--- config.mk ---
export PLATFORM = sky130hd
export DESIGN_NAME = seg7_scan_driver_flat
export DESIGN_NICKNAME = d
export VERILOG_FILES = /design/src/rtl/seg7_scan_driver_if.sv /design/src/rtl/seg7_scan_driver.sv /design/src/flat_wrapper.sv
export SDC_FILE = /design/constraint.sdc
export NUM_CORES = 1
export LEC_CHECK = 0
export CAP_MARGIN = 15
export CORE_MARGIN = 4
export CORE_UTILIZATION = 60
export DETAILED_ROUTE_END_ITERATION = 8
export PLACE_DENSITY = 0.86
export SYNTH_ARGS = -nofsm -noshare
export SYNTH_HDL_FRONTEND = slang
export SYNTH_SLANG_ARGS = --single-unit
--- constraint.sdc ---
create_clock -name CLK -period 3.7 [get_ports CLK]
set_clock_uncertainty 0.05 [all_clocks]
set_input_delay 0.37 -clock CLK [delete_from_list [all_inputs] [get_ports CLK]]
set_output_delay 0.37 -clock CLK [all_outputs]
set_load 0.02 [all_outputs]
--- src/rtl/seg7_scan_driver_if.sv ---
// Display bus for the 4-digit scan driver: frame value, load strobe and
// scan controls in; anode/segment drive and frame marker out.
interface seg7_scan_driver_if;
    logic [15:0] data;
    logic        data_valid;
    logic [3:0]  dp_mask;
    logic        lz_blank;
    logic        enable;
    logic [3:0]  an;
    logic [6:0]  seg;
    logic        dp;
    logic        frame_done;

    modport master (
        output data, data_valid, dp_mask, lz_blank, enable,
        input  an, seg, dp, frame_done
    );

    modport slave (
        input  data, data_valid, dp_mask, lz_blank, enable,
        output an, seg, dp, frame_done
    );
endinterface

--- src/rtl/seg7_scan_driver.sv ---
// Time-multiplexed 4-digit common-anode hex display driver with frame-synchronous
// shadow commit, leading-zero blanking and per-slot anti-ghost dead time.
module seg7_scan_driver #(
    parameter int unsigned DIV_CNT   = 50000,
    parameter int unsigned BLANK_CYC = 8
) (
    input  logic                CLK,
    input  logic                clr,
    seg7_scan_driver_if.slave   bus
);

    localparam int unsigned CNT_W  = (DIV_CNT > 1) ? $clog2(DIV_CNT) : 1;
    localparam int unsigned DIG_W  = 2;
    localparam int unsigned NDIG   = 4;
    localparam int unsigned NIB_W  = 4;
    localparam int unsigned SEG_W  = 7;
    localparam int unsigned DATA_W = 16;

    logic [CNT_W-1:0]  r_slot_cnt;
    logic [DIG_W-1:0]  r_digit;
    logic [DATA_W-1:0] r_shadow_data;
    logic [NDIG-1:0]   r_shadow_dp;
    logic              r_pending;
    logic [DATA_W-1:0] r_disp_data;
    logic [NDIG-1:0]   r_disp_dp;
    logic [NDIG-1:0]   r_an;
    logic [SEG_W-1:0]  r_seg;
    logic              r_dp;
    logic              r_frame_done;

    logic              w_slot_wrap;
    logic              w_frame_wrap;
    logic              w_dead;
    logic [NIB_W-1:0]  w_nib;
    logic [NDIG-1:0]   w_zero_above;
    logic              w_lz_hit;
    logic [NDIG-1:0]   w_an;
    logic [SEG_W-1:0]  w_seg;
    logic              w_dp;

    // Active-low gfedcba hex font
    function automatic logic [SEG_W-1:0] hex7(input logic [NIB_W-1:0] n);
        logic [SEG_W-1:0] s;
        case (n)
            4'h0: s = 7'b1000000;
            4'h1: s = 7'b1111001;
            4'h2: s = 7'b0100100;
            4'h3: s = 7'b0110000;
            4'h4: s = 7'b0011001;
            4'h5: s = 7'b0010010;
            4'h6: s = 7'b0000010;
            4'h7: s = 7'b1111000;
            4'h8: s = 7'b0000000;
            4'h9: s = 7'b0010000;
            4'hA: s = 7'b0001000;
            4'hB: s = 7'b0000011;
            4'hC: s = 7'b1000110;
            4'hD: s = 7'b0100001;
            4'hE: s = 7'b0000110;
            default: s = 7'b0001110;
        endcase
        return s;
    endfunction

    assign w_slot_wrap  = (r_slot_cnt == CNT_W'(DIV_CNT - 1));
    assign w_frame_wrap = w_slot_wrap && (r_digit == DIG_W'(NDIG - 1));
    assign w_dead       = (32'(r_slot_cnt) < BLANK_CYC);

    // Slot timer and digit index
    always_ff @(posedge CLK or negedge clr) begin
        if (!clr) begin
            r_slot_cnt <= '0;
            r_digit    <= '0;
        end else if (w_slot_wrap) begin
            r_slot_cnt <= '0;
            r_digit    <= r_digit + DIG_W'(1);
        end else begin
            r_slot_cnt <= r_slot_cnt + CNT_W'(1);
        end
    end

    // Shadow capture; commit only at the frame boundary so a frame never tears.
    // A strobe coincident with the commit writes straight through.
    always_ff @(posedge CLK or negedge clr) begin
        if (!clr) begin
            r_shadow_data <= '0;
            r_shadow_dp   <= '0;
            r_pending     <= 1'b0;
            r_disp_data   <= '0;
            r_disp_dp     <= '0;
        end else begin
            if (bus.data_valid) begin
                r_shadow_data <= bus.data;
                r_shadow_dp   <= bus.dp_mask;
            end
            if (w_frame_wrap) begin
                r_pending <= 1'b0;
                if (bus.data_valid) begin
                    r_disp_data <= bus.data;
                    r_disp_dp   <= bus.dp_mask;
                end else if (r_pending) begin
                    r_disp_data <= r_shadow_data;
                    r_disp_dp   <= r_shadow_dp;
                end
            end else if (bus.data_valid) begin
                r_pending <= 1'b1;
            end
        end
    end

    assign w_nib = r_disp_data[{r_digit, 2'b00} +: NIB_W];

    // Digit k is a leading zero when it and every higher nibble are zero
    always_comb begin
        w_zero_above    = '0;
        w_zero_above[3] = (r_disp_data[15:12] == 4'h0);
        w_zero_above[2] = w_zero_above[3] && (r_disp_data[11:8] == 4'h0);
        w_zero_above[1] = w_zero_above[2] && (r_disp_data[7:4] == 4'h0);
        w_lz_hit        = bus.lz_blank && w_zero_above[r_digit];
    end

    always_comb begin
        w_an  = '1;
        w_seg = '1;
        w_dp  = 1'b1;
        if (bus.enable && !w_dead) begin
            w_an  = ~(NDIG'(1) << r_digit);
            w_seg = w_lz_hit ? '1 : hex7(w_nib);
            w_dp  = ~r_disp_dp[r_digit];
        end
    end

    always_ff @(posedge CLK or negedge clr) begin
        if (!clr) begin
            r_an         <= '1;
            r_seg        <= '1;
            r_dp         <= 1'b1;
            r_frame_done <= 1'b0;
        end else begin
            r_an         <= w_an;
            r_seg        <= w_seg;
            r_dp         <= w_dp;
            r_frame_done <= w_frame_wrap;
        end
    end

    assign bus.an         = r_an;
    assign bus.seg        = r_seg;
    assign bus.dp         = r_dp;
    assign bus.frame_done = r_frame_done;

endmodule

--- src/flat_wrapper.sv ---
// flat-port wrapper written by rule: the top's interface ports become plain ports
module seg7_scan_driver_flat 
#(
    parameter int unsigned DIV_CNT   = 50000,
    parameter int unsigned BLANK_CYC = 8
)
  (CLK, clr, bus_data, bus_data_valid, bus_dp_mask, bus_lz_blank, bus_enable, bus_an, bus_seg, bus_dp, bus_frame_done);
  seg7_scan_driver_if bus_i ();
  input  logic CLK;
  input  logic clr;
  input wire logic [$bits(bus_i.data)-1:0] bus_data;
  input wire logic [$bits(bus_i.data_valid)-1:0] bus_data_valid;
  input wire logic [$bits(bus_i.dp_mask)-1:0] bus_dp_mask;
  input wire logic [$bits(bus_i.lz_blank)-1:0] bus_lz_blank;
  input wire logic [$bits(bus_i.enable)-1:0] bus_enable;
  output wire logic [$bits(bus_i.an)-1:0] bus_an;
  output wire logic [$bits(bus_i.seg)-1:0] bus_seg;
  output wire logic [$bits(bus_i.dp)-1:0] bus_dp;
  output wire logic [$bits(bus_i.frame_done)-1:0] bus_frame_done;
  assign bus_i.data = bus_data;
  assign bus_i.data_valid = bus_data_valid;
  assign bus_i.dp_mask = bus_dp_mask;
  assign bus_i.lz_blank = bus_lz_blank;
  assign bus_i.enable = bus_enable;
  assign bus_an = bus_i.an;
  assign bus_seg = bus_i.seg;
  assign bus_dp = bus_i.dp;
  assign bus_frame_done = bus_i.frame_done;
  seg7_scan_driver #(.DIV_CNT(DIV_CNT), .BLANK_CYC(BLANK_CYC)) u_core (.CLK(CLK), .clr(clr), .bus(bus_i));
endmodule
* Yosys cells after proc, flatten, opt, wreduce, memory -nomap -nowiden
Memory sizes are Yosys's and may differ from the RTL's.
Index checks and enable logic that the tools add are counted.
** Word-level totals
- ROM bits :: 112
- Output and inout bits :: 13
- Register bits after elaboration :: 72
- Memories :: 1
** Memory list
- (no name shown) :: words 16, width 7, rd ports 1, clocked after Yosys merged registers in 0, wr ports 0, line seg7_scan_driver.sv:44 : case (n)
** Operators by class
- Reduce and logical (&&, ||, !) cells :: 12
- Mux-type cells :: 15
- Magnitude comparators :: 2
- Shift-type cells :: 2
- Bitwise logic cells :: 2
- $add $sub $neg :: 2
- Equality and inequality tests :: 2
** Operators by type and width (count)
- $mux W16 :: 3
- $add A16 B1 Y16 const B :: 1
- $eq A16 B16 Y1 const B :: 1
- $lt A16 B4 Y1 const B :: 1
- $shiftx A16 B5 Y4 :: 1
- $mux W7 :: 2
- $logic_not A4 Y1 :: 3
- $mux W4 :: 3
- $logic_and A1 B1 Y1 :: 5
- $mux W1 :: 5
- $bmux W1 S2 :: 2
- $not A4 Y4 :: 1
- $reduce_bool A2 Y1 :: 2
- $shl A1 B2 Y4 const A :: 1
- $lt A2 B3 Y1 const B :: 1
- $add A2 B1 Y2 const B :: 1
- $eq A2 B2 Y1 const B :: 1
- $reduce_and A2 Y1 :: 1
- $logic_not A1 Y1 :: 1
- $not A1 Y1 :: 1

* Depth between registers and ports, before layout
Gate-level depths: netlist (run 1).
- Depth after elaboration :: 8
- Gate-level depth with buffers :: 8
- Gate-level depth less buffers :: 7

* Least setup slack after synthesis (run 1)
OpenSTA, ideal clock, no wires.
- Path type :: register to register
- Start point :: register u_core.r_digit[0]
- End point :: register u_core.r_seg[3], in the netlist u_core.bus.seg[3]
- Setup time :: 89 ps
- Clock period less this slack :: 2162 ps
- Cell stages (with the launch flop) :: 8
- Setup slack :: 1538 ps
- Arrival :: 2023 ps
- Data required time :: 3561 ps
- Path through :: dfrtp_1 buf_2 mux4_2 inv_1 ha_1 inv_1 mux4_2 nand2b_1
** On the way
- Word-level cells in the longest chain between the ends :: 5
- Elaborated cells on any way between the ends :: 7
- Classes of those cells :: 1 x shift; 4 x mux; 1 x reduce/logical; 1 x memory
** Ends and longest elaborated chain
- start, declared :: line seg7_scan_driver.sv:20 : logic [DIG_W-1:0] r_digit;
- start signal, assigned :: line seg7_scan_driver.sv:76 : r_digit <= r_digit + DIG_W'(1);
- branches (longest 3 deep; another with $mem_v2 Z16 W7)
- $mux W7 (*) :: line seg7_scan_driver.sv:128 : w_seg = w_lz_hit ? '1 : hex7(w_nib);
- $mux W7 (*) :: line seg7_scan_driver.sv:126 : if (bus.enable && !w_dead) begin
- via u_core.w_seg[3] :: line seg7_scan_driver.sv:38 : logic [SEG_W-1:0] w_seg;
- end signal, assigned :: line seg7_scan_driver.sv:141 : r_seg <= w_seg;
- end, declared :: line seg7_scan_driver.sv:27 : logic [SEG_W-1:0] r_seg;
Mark *: on every way through the listed nets, which the timed path passes. The select of a mux whose other input is x is not followed.
A chain may end at the register's enable or synchronous reset.

* Final worst setup path (run 1)
- Start point :: register u_core.r_slot_cnt[0]
- End point :: register u_core.r_disp_data[12]
** On the way
- Word-level cells in the longest chain between the ends :: 3
** Ends and longest elaborated chain
- start, declared :: line seg7_scan_driver.sv:19 : logic [CNT_W-1:0] r_slot_cnt;
- start signal, assigned :: line seg7_scan_driver.sv:78 : r_slot_cnt <= r_slot_cnt + CNT_W'(1);
- $eq A16 B16 Y1 :: line seg7_scan_driver.sv:65 : assign w_slot_wrap = (r_slot_cnt == CNT_W'(DIV_CNT - 1));
- $logic_and A1 B1 Y1 :: line seg7_scan_driver.sv:66 : assign w_frame_wrap = w_slot_wrap && (r_digit == DIG_W'(NDIG - 1));
- $reduce_and A2 Y1 (no line)
- end signal, assigned :: line seg7_scan_driver.sv:99 : r_disp_data <= bus.data;
- end signal, assigned :: line seg7_scan_driver.sv:102 : r_disp_data <= r_shadow_data;
- end, declared :: line seg7_scan_driver.sv:24 : logic [DATA_W-1:0] r_disp_data;
Every way passes these cells.

==> results of run 1 <==
routing by layer:
| layer | vias to the layer above | part of all wire [%] | global-route usage [%] |
|---|---|---|---|
| met1 | 1037 | 43 | 27.2 |
| li1 | 959 | - | - |
| met5 | - | 0 | 0 |
| met2 | 61 | 50 | 33.3 |
| met4 | 0 | 2.1 | 10.5 |
| met3 | 13 | 4.7 | 3.15 |
worst paths after layout:
check | slack, ns | to | from | depth (start not counted)
worst max-delay path | 1.08 | u_core.r_disp_data[12] | u_core.r_slot_cnt[0] | 5
worst min-delay path | 0.11 | u_core.r_shadow_dp[0] | clr | 1
worst max register to register | 1.08 | u_core.r_disp_data[12] | u_core.r_slot_cnt[0] | 5
worst min register to register | 0.44 | u_core.r_slot_cnt[0] | u_core.r_slot_cnt[0] | 1
max in group asynchronous | 2.55 | u_core.bus.an[3] | clr | 2
min in group CLK | 0.44 | u_core.r_slot_cnt[0] | u_core.r_slot_cnt[0] | 1
cell families after synthesis:
family                   count (synthesis)
AO/OA/AOI/OAI                           13
adder cells (fa/ha/maj)                 11
XOR/XNOR                                14
AND/OR/NAND/NOR                         69
multiplexers                            51
flip-flops                              72
buffers and inverters                   18
worst register-to-register path, cell delays in order, from the launching register on:
cell	delay [ns]
dfrtp_1	0.39
ha_1	0.22
nand3_1	0.21
nor4_4	0.70
nand3b_4	0.50
mux2_4	0.44
area by class of cell:
class	instances	area share, %
Multi-Input combinational cell	158	36.4
Tap cell	70	2.22
Inverter	10	0.952
Sequential cell	72	46.1
Timing Repair Buffer	39	9.65
Clock buffer	13	4.28
Clock inverter	3	0.381
synth_stat cells, drive strengths merged, types with 3 or more instances:
master / number
dfrtp: 60
mux2: 41
nand2: 18
nor2: 13
dfstp: 12
nand3: 12
ha: 11
inv: 10
nor4: 8
xnor2: 8
mux4: 6
xor2: 6
buf: 4
clkbuf: 4
mux2i: 4
nor3: 4
o211ai: 4
nand4: 3
o21ai: 3
through the flow:
stage	util, %	cells	total power [mW]
6_report	75.3	365	1.49
5_1_grt	75.3	365	1.54
4_1_cts	75.3	365	1.50
3_5_place_dp	71.8	349	0.936
3_3_place_gp	71.8	349	0.931
2_1_floorplan	-	248	0.876
power by group through the flow:
stage	Sequential [mW]	Clock, mW	Combinational, mW
after floorplan	0.840	0	0.0358
after global placement	0.835	0	0.0960
after detailed placement	0.838	0	0.0985
after CTS	0.824	0.575	0.100
after global routing	0.825	0.609	0.108
final	0.823	0.567	0.0979
registers in the layout (all words and copies together) (netlist names):
name / flops
u_core.bus.dp: 1
u_core.r_slot_cnt: 16
u_core.bus.seg: 7
u_core.r_shadow_dp: 4
u_core.r_disp_data: 16
u_core.r_digit: 2
u_core.bus.frame_done: 1
u_core.r_disp_dp: 4
u_core.bus.an: 4
u_core.r_pending: 1
u_core.r_shadow_data: 16
==> metrics, run 1 <==
run status=complete, no violations; vertical die dimension=82.6 um; Detailed Routing Iterations Pass 1=4; standby leakage power=1.79 nW; Hold WS=0.106 ns; count of hold buffers inserted by post-cts repair=0; combinational family with the most area after synthesis=multiplexers; worst path arrival time=2.79 ns; largest incremental delay on the critical path=0.70 ns; Worst path top cell family by delay=simple AND/OR/NAND/NOR gates; pre-CTS setup slack=1.13 ns; insertion delay to the later sink of the worst-skew pair=0.34 ns; worst-path fanout max=20; Gate power share=6.6%; post-detailed-placement cell area=3760 um^2; simple logic cell fraction of the synthesized area=11.2%; post-synthesis cell type with the largest combined area=dfrtp_1; Ys Warns=0; most frequently used flop master after synthesis=dfrtp_1; Final Hold Fails=0; worst-margin pin slew=0.909 ns; worst path required time=3.88 ns; Switching Fraction=21.8%; Total Routed Length=6.19 mm; Layout area overhead=18.1%; number of enable-type register cells in the synthesized netlist=0; Cell variety after synth=37; largest net degree at the start of global routing=43; CTS Sinks=72; relative max-transition margin=39.4%; Setup Crit Path Kind=flip-flop to flip-flop; final std cell area, no fill=3940 um^2; Post-Synth Adder-Cell Area=4.12%; remaining global-route overflow=0; async set-reset flop share out of synthesis=100%; share of the synthesized area in the top cell type=45.0%; maximum ir drop on the vdd rail=0.292 mV; final period utilization=70.7%; cell at the root of the clock tree=clkbuf_8; Detailed Place HPWL=4.34 mm; routed len/inst=17.0 um; via count of the first global-routing pass=2,165; DRC marker count from the first detailed-route iteration=190; Inserted Clock Buffers=9; synthesis-stage register bit count=72; power per cell area=377 nW/um^2; NumNets Final=326; row count=26; number of filler instances in the final layout=329; biggest area contributors in the synthesized netlist=dfrtp_1, dfstp_2, mux2_4; nature of the critical path startpoint=flip-flop; final period demand of the worst path=2.62 ns; fraction of final layout cells with drive strength greater than 1=28.1%; mux share of post-synthesis cell area=21.3%; clock-pin slew of the registers on the worst-case setup and hold paths=0.07 ns; cells traversed along the worst timing path=ha_1 -> nand3_1 -> nor4_4 -> nand3b_4 -> mux2_4; core area=5240 um^2; compound-cell area share of the yosys netlist=2.74%; cell type of the slowest stage on the worst timing path=nor4_4; post-synthesis instance area=3340 um^2; number of buffers and inverters on the critical path=0; XOR/XNOR Fraction of Synth Area=3.67%; number of remaining DRC errors=0; TritonCTS clock tree=yes; via density per instance=5.67; setup_tns=0 ns; most common cell after layout, fill and taps aside=dfrtp_1; sequential group share of total power=55.3%; Finish-stage setup viols=0; min setup slack post-route=1.08 ns; highest achievable clock rate=382 MHz; combined area of the multi-input logic cells=1440 um^2; # IOs=38; CTS-repair resized insts=0; portion of total power attributed to the clock network=38.1%; # diodes=0; sequential cell area fraction in the yosys report=54.4%; Final ANT Viol Nets=0; synthesized net count=284; final weighted congestion in routability-driven placement=0.892; count of input and output buffers=37; initial core utilization=63.7%; Internal=1.16 mW; maximum root-to-sink buffer count=2; H-tree depth reported by CTS=3; Slew Viols, Final=0; CP Capture Type=flip-flop; synthesized instance count=248; all-layer global routing usage=20.6%; FF/Latch Area=1820 um^2; mean instance size in the synthesized netlist=13.5 um^2; post-CTS setup-driven buffer insertion count=0; first-pass GRT wire length=10.4 mm; leading cell types in the layout, fill and taps excluded=dfrtp_1, clkdlybuf4s50_1, mux2_2; max-cap violation count=0; routed vias=2,070; overall die area=6820 um^2; die width=82.6 um; worst min-delay path category=input pin to asynchronous set/reset pin; antenna violations before repair=0; switching power summed over all nets=0.325 mW; unrepaired setup endpoints after global routing=no
Note: power is estimated with default switching activity, not from simulation.
==> run 2: changes to the inputs <==
- CORE_UTILIZATION: 60 -> 50
- PLACE_DENSITY: 0.86 -> 0.77
- clock period: 3.7 -> 2.3 ns (I/O delays scaled with it)
==> run 2 against run 1 <==
  * Combinational power increased by 61%
  * Critical path depth rose by 1
  * Final cell count increased by 3.6%
  * Via count shrank 1.5%
  * Critical path type unchanged
  * Critical endpoint is now u_core.bus.seg[3]
==> metrics, run 2 (same netlist as run 1, synthesis figures left out) <==
largest net degree at the start of global routing=39 (was 43); maximum root-to-sink buffer count=2 (unchanged); Final ANT Viol Nets=0 (unchanged); combined area of the multi-input logic cells=1440 um^2 (unchanged); Layout area overhead=21.6% (was 18.1%); Finish-stage setup viols=0 (unchanged); Slew Viols, Final=0 (unchanged); final period utilization=91.1% (was 70.7%); insertion delay to the later sink of the worst-skew pair=0.35 ns (was 0.34 ns); CTS Sinks=72 (unchanged); unrepaired setup endpoints after global routing=no (unchanged); DRC marker count from the first detailed-route iteration=110 (was 190); via density per instance=5.39 (was 5.67); reg2reg start=u_core.r_digit[0] (was u_core.r_slot_cnt[0]); overall die area=8050 um^2 (was 6820 um^2); largest registers=u_core.r_disp_data x16, u_core.r_shadow_data x16, u_core.r_slot_cnt x16 (unchanged); cells traversed along the worst timing path=mux4_2 -> inv_1 -> ha_1 -> inv_1 -> mux4_2 -> nand2b_1 (was ha_1 -> nand3_1 -> nor4_4 -> nand3b_4 -> mux2_4); CP Capture Type=flip-flop (unchanged); remaining global-route overflow=0 (unchanged); Inserted Clock Buffers=9 (unchanged); Internal=2.12 mW (was 1.16 mW); setup_tns=0 ns (unchanged); first-pass GRT wire length=10.5 mm (was 10.4 mm); maximum ir drop on the vdd rail=0.595 mV (was 0.292 mV); TritonCTS clock tree=yes (unchanged); leading cell types in the layout, fill and taps excluded=dfrtp_1, clkdlybuf4s50_1, mux2_2 (unchanged); worst path arrival time=2.32 ns (was 2.79 ns); Final Util=63.2% (was 75.3%); Setup Crit Path Kind=flip-flop to flip-flop (unchanged); Detailed Place HPWL=4.36 mm (was 4.34 mm); count of input and output buffers=37 (unchanged); FF/Latch Area=1820 um^2 (unchanged); total power after layout=2.69 mW (was 1.49 mW); worst-margin pin slew=0.598 ns (was 0.909 ns); most common cell after layout, fill and taps aside=dfrtp_1 (unchanged); power per cell area=663 nW/um^2 (was 377 nW/um^2); clock-pin slew of the registers on the worst-case setup and hold paths=0.08 ns (was 0.07 ns); CTS-repair resized insts=0 (unchanged); NumNets Final=332 (was 326); max-cap violation count=0 (unchanged); via count of the first global-routing pass=2,067 (was 2,165); vertical die dimension=89.7 um (was 82.6 um); switching power summed over all nets=0.573 mW (was 0.325 mW); largest incremental delay on the critical path=0.60 ns (was 0.70 ns); final period demand of the worst path=2.10 ns (was 2.62 ns); routed len/inst=16.2 um (was 17.0 um); routed vias=2,039 (was 2,070); sequential group share of total power=49.1% (was 55.3%); number of filler instances in the final layout=486 (was 329); initial core utilization=52.0% (was 63.7%); antenna violations before repair=0 (unchanged); # IOs=38 (unchanged); die width=89.7 um (was 82.6 um); worst min-delay path category=input pin to asynchronous set/reset pin (unchanged); run status=complete, no violations (unchanged); worst path required time=2.53 ns (was 3.88 ns); Final Hold Fails=0 (unchanged); number of remaining DRC errors=0 (unchanged); count of cells along the worst register-to-register path=6 (was 5); core area=6420 um^2 (was 5240 um^2); standby leakage power=1.84 nW (was 1.79 nW); worst-path fanout max=5 (was 20); cell at the root of the clock tree=clkbuf_8 (unchanged); flop-to-flop setup slack=0.20 ns (was 1.08 ns); Total Routed Length=6.11 mm (was 6.19 mm); final weighted congestion in routability-driven placement=0.849 (was 0.892); nature of the critical path startpoint=flip-flop (unchanged); Hold WS=0.146 ns (was 0.106 ns); post-CTS setup-driven buffer insertion count=0 (unchanged); Gate power share=5.9% (was 6.6%); cell type of the slowest stage on the worst timing path=mux4_2 (was nor4_4); all-layer global routing usage=16.6% (was 20.6%); Detailed Routing Iterations Pass 1=4 (unchanged); highest achievable clock rate=477 MHz (was 382 MHz); RR Endpoint=u_core.bus.seg[3] (was u_core.r_disp_data[12]); row count=29 (was 26); fraction of final layout cells with drive strength greater than 1=29.6% (was 28.1%); H-tree depth reported by CTS=3 (unchanged); portion of total power attributed to the clock network=45.1% (was 38.1%); Switching Fraction=21.3% (was 21.8%); relative max-transition margin=59.8% (was 39.4%); # diodes=0 (unchanged)
==> run 2: cell count changes in the layout (fill, tap and decap cells not counted) <==
cell	change
bufinv_16	+3
buf_4	+5
clkbuf_1	-1
dlygate4sd3_1	+1
clkinvlp_4	+2
inv_6	+1
clkbuf_8	-3
clkinv_2	-2
==> run 2: metrics by stage <==
| step | instance area [um^2] | worst slack (ns) | cells |
|---|---|---|---|
| floorplan | 3340 | 0.138 | 248 |
| global placement | 3800 | 0.230 | 361 |
| detailed placement | 3800 | 0.221 | 361 |
| CTS | 4060 | 0.200 | 378 |
| global route | 4060 | 0.0611 | 378 |
| finish | 4060 | 0.205 | 378 |
==> run 2: worst max path at each step <==
stage / cells past startpoint / startpoint / end
after detailed placement: 6 / u_core.r_digit[0] / u_core.bus.seg[3]
after floorplan: 7 / u_core.r_digit[0] / u_core.bus.seg[3]
after CTS: 6 / u_core.r_digit[0] / u_core.bus.seg[3]
after global routing: 6 / u_core.r_digit[0] / u_core.bus.seg[3]
final: 6 / u_core.r_digit[0] / u_core.bus.seg[3]
after global placement: 6 / u_core.r_digit[0] / u_core.bus.seg[3]
==> run 2: metal layers <==
layer	vias to the layer above	track usage, %	part of all wire [%]	wire [um]
met5	-	0	0	0
met2	50	25.1	47	2880
met4	0	5.36	1.1	65
li1	973	-	-	-
met3	7	6.18	5.2	318
met1	1009	22.2	47	2850
==> run 2: final cells by class <==
cell class,count,area share (%)
clock buffer,9,3.05
clock inverter,7,2.93
inverter,10,0.925
multi-input combinational,158,35.4
sequential,72,44.8
tap,77,2.37
timing repair buffer,45,10.5
==> run 2: critical path, delay by kind of cell, from the launching register on <==
family                     cells  cell delay [ns]
adders and majority gates      1             0.14
buffers and inverters          2             0.20
DFF                            1             0.43
muxes                          2             1.04
and+or+nand+nor                1             0.15
==> run 2: timing repair <==
action                                  in CTS  in global routing
hold buffers                                 1                  0
hold endpoints to repair                    60                  0
endpoints found under the setup margin       0                  0
==> run 2: power by group through the flow <==
| stage | clock network (mW) | registers, mW | logic, mW |
|---|---|---|---|
| after floorplan | 0 | 1.35 | 0.0576 |
| after global placement | 0 | 1.34 | 0.157 |
| after detailed placement | 0 | 1.35 | 0.160 |
| after CTS | 1.24 | 1.32 | 0.163 |
| after global routing | 1.31 | 1.32 | 0.174 |
| final | 1.21 | 1.32 | 0.158 |
==> run 3: changes to the inputs <==
- CORE_MARGIN: 4 -> 2
==> run 3 against run 2 <==
  * Maximum frequency is 1.7% lower
  * Critical endpoint unchanged
  * Non-clock buffer count is 1 higher
  * Flip-flop and latch count stayed put
==> metrics, run 3 (same netlist as run 1, synthesis figures left out) <==
row count=29 (unchanged); run status=complete, no violations (unchanged); via density per instance=5.43 (was 5.39); cell type of the slowest stage on the worst timing path=mux4_2 (unchanged); routed vias=2,057 (was 2,039); Hold WS=0.373 ns (was 0.146 ns); largest incremental delay on the critical path=0.59 ns (was 0.60 ns); Slew Viols, Final=0 (unchanged); post-CTS setup-driven buffer insertion count=0 (unchanged); largest net degree at the start of global routing=31 (was 39); routed len/inst=15.8 um (was 16.2 um); number of remaining DRC errors=0 (unchanged); remaining global-route overflow=0 (unchanged); all-layer global routing usage=18.8% (was 16.6%); maximum root-to-sink buffer count=2 (unchanged); power per cell area=635 nW/um^2 (was 663 nW/um^2); final period demand of the worst path=2.13 ns (was 2.10 ns); cell at the root of the clock tree=clkbuf_8 (unchanged); Final Hold Fails=0 (unchanged); post-route non-filler standard cell count=379 (was 378); count of cells along the worst register-to-register path=6 (unchanged); via count of the first global-routing pass=2,065 (was 2,067); Setup Crit Path Kind=flip-flop to flip-flop (unchanged); max-cap violation count=0 (unchanged); relative max-transition margin=59.5% (was 59.8%); initial core utilization=52.3% (was 52.0%); antenna violations before repair=0 (unchanged); Layout area overhead=21.4% (was 21.6%); largest registers=u_core.r_disp_data x16, u_core.r_shadow_data x16, u_core.r_slot_cnt x16 (unchanged); core area=6390 um^2 (was 6420 um^2); leading cell types in the layout, fill and taps excluded=dfrtp_1, clkdlybuf4s50_1, mux2_2 (unchanged); insertion delay to the later sink of the worst-skew pair=0.35 ns (about the same); clock-pin slew of the registers on the worst-case setup and hold paths=0.08 ns (about the same); CTS Sinks=72 (unchanged); # diodes=0 (unchanged); worst path arrival time=2.34 ns (was 2.32 ns); first-pass GRT wire length=10.3 mm (was 10.5 mm); NumNets Final=333 (was 332); count of input and output buffers=37 (unchanged); cells traversed along the worst timing path=mux4_2 -> inv_1 -> ha_1 -> inv_1 -> mux4_2 -> nand2b_1 (unchanged); fraction of final layout cells with drive strength greater than 1=29.8% (was 29.6%); worst-margin pin slew=0.608 ns (was 0.598 ns); highest achievable clock rate=469 MHz (was 477 MHz); pre-CTS setup slack=0.177 ns (was 0.221 ns); CP Capture Type=flip-flop (unchanged); worst path required time=2.51 ns (was 2.53 ns); count of placed standard cells including taps=362 (was 361); die width=85.7 um (was 89.7 um); final weighted congestion in routability-driven placement=0.834 (was 0.849); TritonCTS clock tree=yes (unchanged); nature of the critical path startpoint=flip-flop (unchanged); DRC marker count from the first detailed-route iteration=130 (was 110); min setup slack post-route=0.167 ns (was 0.205 ns); worst-path fanout max=5 (unchanged); setup_tns=0 ns (unchanged); worst min-delay path category=input pin to asynchronous set/reset pin (unchanged); Inserted Clock Buffers=9 (unchanged); standby leakage power=1.84 nW (about the same); Finish-stage setup viols=0 (unchanged); Final ANT Viol Nets=0 (unchanged); Detailed Place HPWL=4.16 mm (was 4.36 mm); vertical die dimension=85.7 um (was 89.7 um); overall die area=7350 um^2 (was 8050 um^2); unrepaired setup endpoints after global routing=no (unchanged); # IOs=38 (unchanged); H-tree depth reported by CTS=3 (unchanged); Detailed Routing Iterations Pass 1=4 (unchanged); final period utilization=92.7% (was 91.1%); Total Routed Length=6.00 mm (was 6.11 mm); maximum ir drop on the vdd rail=0.473 mV (was 0.595 mV); most common cell after layout, fill and taps aside=dfrtp_1 (unchanged)
-- run 3: worst paths after layout --
path                                      start                       to  slack, ns
max                           u_core.r_digit[0]        u_core.bus.seg[3]       0.17
min                                         clr  u_core.r_shadow_data[9]       0.37
max reg2reg                   u_core.r_digit[0]        u_core.bus.seg[3]       0.17
min reg2reg                u_core.r_slot_cnt[0]     u_core.r_slot_cnt[0]       0.43
max in group asynchronous                   clr        u_core.bus.seg[3]       1.08
min in group CLK           u_core.r_slot_cnt[0]     u_core.r_slot_cnt[0]       0.43
-- run 3: cell type report --
type                    instances  area, um^2
well taps                      77        96.3
clock buffers                   9         124
flip-flops and latches         72        1820
inverters                      10        37.5
multi-input cells             158        1440
clock inverters                 7        95.1
repair buffers                 46         448
fillers                       487        2330
-- run 3: layer usage --
layer  vias to the layer above  global-route usage (%)  share of wire (%)
met1                      1007                    25.9                 46
met3                         9                    4.52                5.2
met4                         0                    10.1                2.1
met5                         -                       0                  0
li1                        975                       -                  -
met2                        66                    27.6                 46
-- run 3: where the power goes --
group / internal [mW] / leakage, nW / switching, mW
Clock: 0.612 / 0.110 / 0.480
Combinational: 0.0882 / 0.831 / 0.0744
Sequential: 1.31 / 0.899 / 0.00974
Total: 2.01 / 1.84 / 0.564
-- run 3: worst max-delay path: cells and delay by family (launching register included) --
| kind | cells | cell delay (ns) |
|---|---|---|
| fa+ha+maj | 1 | 0.14 |
| buf+inv | 2 | 0.22 |
| flops | 1 | 0.44 |
| mux | 2 | 1.02 |
| simple gates | 1 | 0.16 |
-- run 3: per-stage QoR --
stage	total power [mW]	instance area, um^2	util, %
after floorplan	1.41	3340	-
after global placement	1.50	3820	59.9
final	2.58	4050	63.5
after global routing	2.69	4050	63.5
after detailed placement	1.51	3820	59.9
after CTS	2.61	4050	63.5
-- run 3: repair_timing --
| item | in CTS | in global routing |
|---|---|---|
| gates resized for setup | 0 | 0 |
| hold buffers | 1 | 0 |
| endpoints found under the hold margin | 23 | 0 |
| setup endpoints to repair | 0 | 0 |
